`src/rtl/topk_pkg.sv`:
```
// Shared types and elaboration helpers for the top-K frame sorter.
// Latency: n/a (types and constant functions only).
// Backpressure: n/a.
package topk_pkg;

  typedef enum logic [1:0] {
    COLLECT = 2'd0,
    SUM     = 2'd1,
    HOLD    = 2'd2
  } state_t;

  // Legal kept-entry counts: power of two between 2 and 64.
  function automatic bit depth_ok(input int d);
    return (d >= 2) && (d <= 64) && ((d & (d - 1)) == 0);
  endfunction

  // Sum of d values of w bits each cannot exceed w + log2(d) bits.
  function automatic int sum_width(input int w, input int d);
    return w + $clog2(d);
  endfunction

endpackage

```
`src/rtl/topk_add_tree.sv`:
```
// Pipelined binary adder tree over N unsigned inputs of W bits.
// Latency: $clog2(N) cycles from in_valid to out_valid; output W+$clog2(N) bits.
// Backpressure: none; free-running pipeline, valid travels alongside the data.
// Ports: clk, synrst_n (sync, active-low) | in_valid, in_data[N] | out_valid, out_sum.
module topk_add_tree #(
  parameter int N = 16,
  parameter int W = 12
) (
  input  logic                          clk,
  input  logic                          synrst_n,
  input  logic                          in_valid,
  input  logic [N-1:0][W-1:0]           in_data,
  output logic                          out_valid,
  output logic [W+$clog2(N)-1:0]        out_sum
);

  localparam int L = $clog2(N);

  // Level l holds N>>l partial sums, each W+l bits wide, so no level can overflow.
  for (genvar l = 0; l <= L; l++) begin : g_lvl
    localparam int NN = N >> l;
    localparam int WW = W + l;
    logic [WW-1:0] node [NN];
    logic          v;

    if (l == 0) begin : g_in
      for (genvar i = 0; i < NN; i++) begin : g_leaf
        assign node[i] = in_data[i];
      end
      assign v = in_valid;
    end else begin : g_add
      // Data registers need no reset: only the valid chain qualifies them.
      always_ff @(posedge clk) begin
        for (int i = 0; i < NN; i++) begin
          node[i] <= {1'b0, g_lvl[l-1].node[2*i]} + {1'b0, g_lvl[l-1].node[2*i+1]};
        end
      end
      always_ff @(posedge clk) begin
        if (!synrst_n) v <= 1'b0;
        else           v <= g_lvl[l-1].v;
      end
    end
  end

  assign out_sum   = g_lvl[L].node[0];
  assign out_valid = g_lvl[L].v;

endmodule

```
`src/rtl/topk_frame_sort.sv`:
```
// Keeps the DEPTH best samples of a frame sorted, then reports top, sum and count.
// Latency: 1-cycle insert; result valid LOG2D+1 cycles after the in_last handshake.
// Backpressure: in_ready=0 while summing/holding; result held until out_ready.
// Ports: clk, synrst_n (sync, active-low) | in_valid/in_ready/in_data/in_last |
//        out_valid/out_ready/out_top/out_sum/out_count.
module topk_frame_sort #(
  parameter int W        = 12,
  parameter int DEPTH    = 16,
  parameter int LOG2D    = $clog2(DEPTH),
  parameter int MODE_MIN = 0
) (
  input  logic                 clk,
  input  logic                 synrst_n,
  input  logic                 in_valid,
  input  logic [W-1:0]         in_data,
  input  logic                 in_last,
  output logic                 in_ready,
  output logic                 out_valid,
  input  logic                 out_ready,
  output logic [W-1:0]         out_top,
  output logic [W+LOG2D-1:0]   out_sum,
  output logic [LOG2D:0]       out_count
);

  import topk_pkg::*;

  localparam int SW = sum_width(W, DEPTH);

  if (!depth_ok(DEPTH)) begin : g_bad_depth
    $error("topk_frame_sort: DEPTH must be a power of two in 2..64");
  end
  if (LOG2D != $clog2(DEPTH)) begin : g_bad_log2d
    $error("topk_frame_sort: LOG2D is derived from DEPTH and must not be overridden");
  end

  state_t state_q, state_d;

  logic [W-1:0]          slot_dat [DEPTH];
  logic [DEPTH-1:0]      slot_vld;
  logic [W-1:0]          nxt_dat  [DEPTH];
  logic [DEPTH-1:0]      nxt_vld;
  logic [DEPTH-1:0]      better;
  logic [DEPTH-1:0]      better_up;
  logic [DEPTH-1:0][W-1:0] tree_in;
  logic [LOG2D:0]        cnt;
  logic                  accept, tree_go, tree_go_d, capture, out_fire;
  logic                  tree_vld;
  logic [SW-1:0]         tree_sum;

  // A slot yields to the new sample when empty or strictly worse; ties keep
  // arrival order. Because the array is sorted and valid bits are contiguous,
  // this vector is 0...0 1...1 and its first 1 is the insert point.
  always_comb begin
    for (int i = 0; i < DEPTH; i++) begin
      better[i] = 1'b0;
      if (!slot_vld[i])          better[i] = 1'b1;
      else if (MODE_MIN != 0)    better[i] = (in_data < slot_dat[i]);
      else                       better[i] = (in_data > slot_dat[i]);
    end
  end

  assign better_up = {better[DEPTH-2:0], 1'b0};

  // Insert point takes the sample, slots below it take their upper neighbour,
  // and the old bottom entry falls off. No better slot means no change.
  always_comb begin
    nxt_dat[0] = better[0] ? in_data : slot_dat[0];
    nxt_vld[0] = better[0] ? 1'b1    : slot_vld[0];
    for (int i = 1; i < DEPTH; i++) begin
      nxt_dat[i] = slot_dat[i];
      nxt_vld[i] = slot_vld[i];
      if (better[i]) begin
        nxt_dat[i] = better_up[i] ? slot_dat[i-1] : in_data;
        nxt_vld[i] = better_up[i] ? slot_vld[i-1] : 1'b1;
      end
    end
  end

  always_comb begin
    cnt = '0;
    for (int i = 0; i < DEPTH; i++) begin
      tree_in[i] = slot_vld[i] ? slot_dat[i] : '0;
      cnt        = cnt + (LOG2D+1)'(slot_vld[i]);
    end
  end

  always_ff @(posedge clk) begin
    if (!synrst_n) begin
      slot_vld <= '0;
      for (int i = 0; i < DEPTH; i++) slot_dat[i] <= '0;
    end else if (accept) begin
      slot_vld <= nxt_vld;
      for (int i = 0; i < DEPTH; i++) slot_dat[i] <= nxt_dat[i];
    end else if (out_fire) begin
      slot_vld <= '0;
    end
  end

  // tree_go is a single-cycle pulse in the first SUM cycle; the array is
  // frozen from then until the result is taken.
  topk_add_tree #(
    .N (DEPTH),
    .W (W)
  ) u_tree (
    .clk       (clk),
    .synrst_n  (synrst_n),
    .in_valid  (tree_go),
    .in_data   (tree_in),
    .out_valid (tree_vld),
    .out_sum   (tree_sum)
  );

  always_comb begin
    state_d   = state_q;
    in_ready  = 1'b0;
    accept    = 1'b0;
    tree_go_d = 1'b0;
    capture   = 1'b0;
    out_fire  = 1'b0;
    case (state_q)
      COLLECT: begin
        in_ready = synrst_n;
        accept   = in_valid;
        if (in_valid && in_last) begin
          state_d   = SUM;
          tree_go_d = 1'b1;
        end
      end
      SUM: begin
        if (tree_vld) begin
          state_d = HOLD;
          capture = 1'b1;
        end
      end
      HOLD: begin
        if (out_ready) begin
          state_d  = COLLECT;
          out_fire = 1'b1;
        end
      end
      default: state_d = COLLECT;
    endcase
  end

  always_ff @(posedge clk) begin
    if (!synrst_n) begin
      state_q   <= COLLECT;
      tree_go   <= 1'b0;
      out_valid <= 1'b0;
      out_top   <= '0;
      out_sum   <= '0;
      out_count <= '0;
    end else begin
      state_q <= state_d;
      tree_go <= tree_go_d;
      if (capture) begin
        out_valid <= 1'b1;
        out_top   <= slot_dat[0];
        out_sum   <= tree_sum;
        out_count <= cnt;
      end else if (out_fire) begin
        out_valid <= 1'b0;
      end
    end
  end

endmodule

```
`config.mk`:
```
export PLATFORM = sky130hd
export DESIGN_NAME = topk_frame_sort
export DESIGN_NICKNAME = d
export VERILOG_FILES = /design/src/rtl/topk_pkg.sv /design/src/rtl/topk_add_tree.sv /design/src/rtl/topk_frame_sort.sv
export SDC_FILE = /design/constraint.sdc
export NUM_CORES = 1
export LEC_CHECK = 0
export ABC_AREA = 1
export BUFFER_PORTS_ARGS = -buffer_cell sky130_fd_sc_hd__buf_4
export CAP_MARGIN = 15
export CORE_MARGIN = 2
export CORE_UTILIZATION = 45
export CTS_CLUSTER_DIAMETER = 40
export DETAILED_ROUTE_END_ITERATION = 8
export PLACE_DENSITY = 0.67
export SLEW_MARGIN = 20
export SYNTH_ARGS = -nofsm -noshare
export SYNTH_HDL_FRONTEND = slang
export SYNTH_SLANG_ARGS = --single-unit
```
`constraint.sdc`:
```
create_clock -name clk -period 4.5 [get_ports clk]
set_input_delay 0.225 -clock clk [delete_from_list [all_inputs] [get_ports clk]]
set_output_delay 0.225 -clock clk [all_outputs]
set_load 0.1 [all_outputs]
```
==> qor.yml, run 1 <==
clock-sinks: 455
ant_nets: 0
dieArea_mm2: 0.0680
start_util: 0.453
die_h_um: 261
fillCellCount: 6228
drive_gt1_frac: 0.0566
fin_worst_skew_ns: 0.0276
yosysWarnings: 0
pwr_density_cell_mw_per_mm2: 421
dr.pass1.iters: 6
cts_tree: "yes"
multi_input_area_mm2: 0.0155
ios: 52
wire_per_inst_um: 15.4
syn_area_mm2: 0.0297
yosysTopAreaCellShare: 0.194
ir_worst_vdd_v: 0.000333
yosysTopAreaCell: "edfxtp_1"
synth.area.top_cells: "edfxtp_1 19%, dfxtp_1 18%, ha_1 16%"
cts_buffer_depth: 3
rsz0062_at_grt: "no"
fp.coreArea_mm2: 0.0655
syn_avg_cell_area_um2: 7.89
relSlewSlack: 0.284
status: "completed"
crit_type: "reg -> reg"
rows: 94
reg2reg_to: "out_count[4]"
ys.flop_type: "dfxtp_1"
path_clk_slew_ns: 0.05
grt_max_degree: 105
root_buffer: "clkbuf_16"
grt_usage: 0.217
drt_iter0_markers: 1512
drc: 0
tns_ns: 0
r2r_setup_slack_ns: 0.70
ys_seq_area_frac: 0.372
grt_pass1_vias: 23000
synth_cell_types: 38
final-seq-area_mm2: 0.0110
synth_edf_count: 192
hpwl_um: 54100
r2r-start: "slot_vld[9]"
dr_total_vias: 24000
avgViaCountPerCell: 5.06
hp-class: "in -> reg"
htreeDepth: 3
slew_violations: 0
period_share: 0.844
rr_worst_depth: 12
drv_cap: 0
hold-path-endpoint: "slot_dat[0][108]"
synthCells: 3759
grt_first_pass_wirelength_um: 118000
nets: 4247
area_delta_synth_final_pct: 13.5
place_congestion: 0.863
synthArstFlopShare: 0
final-hold-violation-count: 0
grt_overflow: 0
totalWireLength_um: 73100
fin_util: 0.514
p_leak_nw: 17.7
holdPathStages: 3
ys_ff_latch: 455
path_max_fanout: 14
period_minus_slack_ns: 3.80
min_from: "in_data[0]"
syn_nets: 4189
cts_buffers: 83
endpoint_kind: "register"
fmax_mhz: 263
cp.arrival_ns: 4.35
worst_pin_slew_ns: 1.07
antenna_found_initial: 4
cp.required_ns: 5.05
numPortBuffers: 51
die_w_um: 261
clkLatencyLatePin_ns: 0.64
cp-start-kind: "register"
post_cts_buffers: 0
setup_viol: 0
routing by layer:
metal	track usage	wire length, um
met5	0	13
met4	0.0646	1820
met1	0.296	34600
met3	0.0372	4250
met2	0.353	32400
synthesized netlist by cell type, types with 5 or more instances:
cell and number:
a211oi_1 13, a21boi_0 8, a21boi_1 6, a21o_1 29, a21oi_1 430, buf_2 25, buf_4 16, clkbuf_1 53
dfxtp_1 263, edfxtp_1 192, fa_1 25, ha_1 388, inv_1 716, nand2_1 751, nand3_1 95, nand3b_1 5
nand4_1 70, nor2_1 170, nor3_1 15, o21ai_0 281, o21ai_1 29, o311ai_0 8, xnor2_1 57, xor2_1 93
kinds of logic after synthesis:
| group | Yosys count | share of synthesized area |
|---|---|---|
| compound gates | 813 | 0.144 |
| xor+xnor | 150 | 0.0443 |
| fa+ha+maj | 413 | 0.181 |
| buf+inv | 818 | 0.107 |
| flops | 455 | 0.372 |
| simple gates | 1110 | 0.152 |
repair_timing:
| item | 4_1_cts | 5_1_grt |
|---|---|---|
| hold buffers | 3 | 0 |
| endpoints found under the hold margin | 12 | 0 |
| resized for setup | 0 | 0 |
| endpoints found under the setup margin | 0 | 0 |
power breakdown:
group	switching, mW	internal, mW	total (mW)
clock network	2.35	3.83	6.17
logic	1.76	1.01	2.76
registers	0.318	4.91	5.23
total	4.42	9.74	14.2
final cells by class:
type | instances | share of cell area
clock inverter | 49 | 0.0162
tap | 864 | 0.0321
sequential | 455 | 0.328
antenna | 2 | 0.000149
inverter | 720 | 0.0803
multi-input combinational | 2486 | 0.459
timing repair buffer | 71 | 0.0161
clock buffer | 105 | 0.0681
critical path: stages, from the launching register on:
cell	delay (ns)
dfxtp_1	0.56
inv_1	0.20
fa_1	0.54
fa_1	0.43
fa_1	0.53
fa_1	0.41
inv_1	0.07
ha_1	0.16
inv_1	0.06
fa_1	0.39
nor2_1	0.12
o21ai_0	0.10
a21oi_1	0.14
flip-flops by register name, indices dropped and copies added (netlist names):
name / count
slot_dat: 192
out_sum: 16
u_tree.g_lvl.v: 3
slot_vld: 16
u_tree.out_valid: 1
out_valid: 1
u_tree.g_lvl.node: 206
state_q: 2
tree_go: 1
out_count: 5
out_top: 12
cells in the final DEF (no fill, tap or decap), types with 57 or more instances in the layout:
cell type	netlist	layout
inv_1	716	716
nand3_1	95	95
xnor2_1	57	57
nand2_1	751	751
o21ai_0	281	281
a21oi_1	430	430
nor2_1	170	170
nand4_1	70	70
buf_4	16	68
xor2_1	93	93
ha_1	388	388
clkbuf_16	0	86
dfxtp_1	263	263
edfxtp_1	192	192
worst max path at each step:
stage | from | endpoint | slack [ns] | depth (start not counted)
after detailed placement | slot_vld[9] | out_count[4] | 0.77 | 12
final | slot_vld[9] | out_count[4] | 0.70 | 12
after global routing | slot_vld[9] | out_count[4] | 0.48 | 12
after CTS | slot_vld[9] | out_count[4] | 0.72 | 12
after global placement | slot_vld[9] | out_count[4] | 0.80 | 12
after floorplan | slot_vld[0] | out_count[4] | 0.99 | 13
stage by stage:
step | cell area, um^2 | setup WS (ns) | instances | total power [mW] | hold slack, ns
3_5_place_dp | 30800 | 0.768 | 4593 | 8.04 | 0.402
2_1_floorplan | 29700 | 0.991 | 3759 | 7.26 | 0.337
5_1_grt | 33700 | 0.477 | 4750 | 14.9 | 0.134
6_report | 33700 | 0.700 | 4752 | 14.2 | 0.147
3_3_place_gp | 30800 | 0.800 | 4593 | 7.99 | 0.396
4_1_cts | 33700 | 0.718 | 4750 | 14.3 | 0.113
No activity file was read; power rests on OpenSTA's default activity.
==> run 2: changes to the inputs <==
- clock period: 4.5 -> 3.96 ns (I/O delays scaled with it)
==> run 2 against run 1 <==
Critical path depth did not move; first-iteration DRC count up 15%; sequential power is 14% higher; largest cell class unchanged; largest power group unchanged.
==> qor.yml, run 2 (synthesis results as in run 1) <==
status: "completed"
root_buffer: "clkbuf_16"
wire_per_inst_um: 15.5
cts_resized: 0
pwr_density_cell_mw_per_mm2: 468
layout_commonest_cell: "nand2_1"
cp-start-kind: "register"
die_h_um: 261
ir_worst_vdd_v: 0.000302
htreeDepth: 3
dp.cells: 4615
relSlewSlack: 0.361
hp-class: "in -> reg"
largest_reg_flops: 206
slew_violations: 0
cp.arrival_ns: 4.04
fmax_mhz: 285
fillCellCount: 6195
crit_type: "reg -> reg"
area_delta_synth_final_pct: 13.4
holdBufCountCts: 2
p_leak_nw: 17.7
place_congestion: 0.894
cts_tree: "yes"
grt_overflow: 0
fin_worst_skew_ns: 0.0354
cp.required_ns: 4.50
rows: 94
r2r_setup_slack_ns: 0.46
drc: 0
antenna_found_initial: 5
die_w_um: 261
grt_pass1_vias: 22900
final-hold-violation-count: 0
fin_cells: 4765
drive_gt1_frac: 0.0600
period_minus_slack_ns: 3.50
final_cell_mix: "751 x nand2_1, 716 x inv_1, 430 x a21oi_1"
hpwl_um: 55500
cts_buffer_depth: 3
path_max_fanout: 3
grt_max_degree: 139
grt_usage: 0.220
drt_iter0_markers: 1732
fp.coreArea_mm2: 0.0655
clock-sinks: 455
ant_nets: 0
path_clk_slew_ns: 0.05
post_cts_buffers: 0
grt_first_pass_wirelength_um: 119000
worst_pin_slew_ns: 0.957
avgViaCountPerCell: 5.06
setup_viol: 0
endpoint_kind: "register"
totalWireLength_um: 74000
dr_total_vias: 24100
start_util: 0.453
drv_cap: 0
clkLatencyLatePin_ns: 0.63
top_regs: "u_tree.g_lvl.node (206), slot_dat (192)"
rsz0062_at_grt: "no"
top_register: "u_tree.g_lvl.node"
numPortBuffers: 51
ios: 52
dr.pass1.iters: 6
nets: 4263
dieArea_mm2: 0.0680
cts_buffers: 78
tns_ns: 0
period_share: 0.885
==> run 2: stage by stage <==
step           hold WS (ns)  instance area [um^2]  setup slack, ns  power (mW)  utilization
6_report             0.0340                 33600            0.455        15.7        0.514
3_5_place_dp          0.401                 31000            0.505        9.20        0.473
2_1_floorplan         0.310                 29700            0.451        8.25            -
4_1_cts             0.00226                 33600            0.468        15.9        0.514
5_1_grt              0.0531                 33600            0.320        16.6        0.514
3_3_place_gp          0.397                 31000            0.524        9.13        0.473
==> run 2: final timing paths <==
path | startpoint | to | depth (start not counted)
worst max register to register | slot_vld[0] | out_count[4] | 12
worst min register to register | u_tree.g_lvl[2].v | u_tree.g_lvl[3].v | 2
worst min-delay path | synrst_n | out_valid | 3
worst max-delay path | slot_vld[0] | out_count[4] | 12
==> run 2: area by class of cell <==
type / instances / area (um^2) / area share
diodes: 2 / 5.00 / 0.000149
clock buffers: 91 / 2070 / 0.0616
multi-input cells: 2486 / 15500 / 0.459
flip-flops and latches: 455 / 11000 / 0.328
repair buffers: 92 / 746 / 0.0222
inverters: 720 / 2700 / 0.0803
clock inverters: 55 / 553 / 0.0164
well taps: 864 / 1080 / 0.0321
==> run 2: power breakdown <==
group	total [mW]	internal, mW	switching [mW]
clock network	6.60	4.05	2.54
logic	3.20	1.17	2.03
registers	5.94	5.58	0.362
==> run 2: worst max-delay path: stages (launching register included) <==
cell and delay, ns:
dfxtp_1 0.33, inv_1 0.09, fa_1 0.59, fa_1 0.45, fa_1 0.53, fa_1 0.41, inv_1 0.07, ha_1 0.17
inv_1 0.06, fa_1 0.40, nor2_1 0.11, o21ai_0 0.07, a21oi_1 0.14
==> run 2: metal layers <==
layer,routed length [um],vias to the layer above,global-route usage
met5,0,-,0
met4,2320,0,0.0768
met3,4480,131,0.0382
met2,32700,629,0.353
met1,34500,10900,0.298
li1,-,12400,-
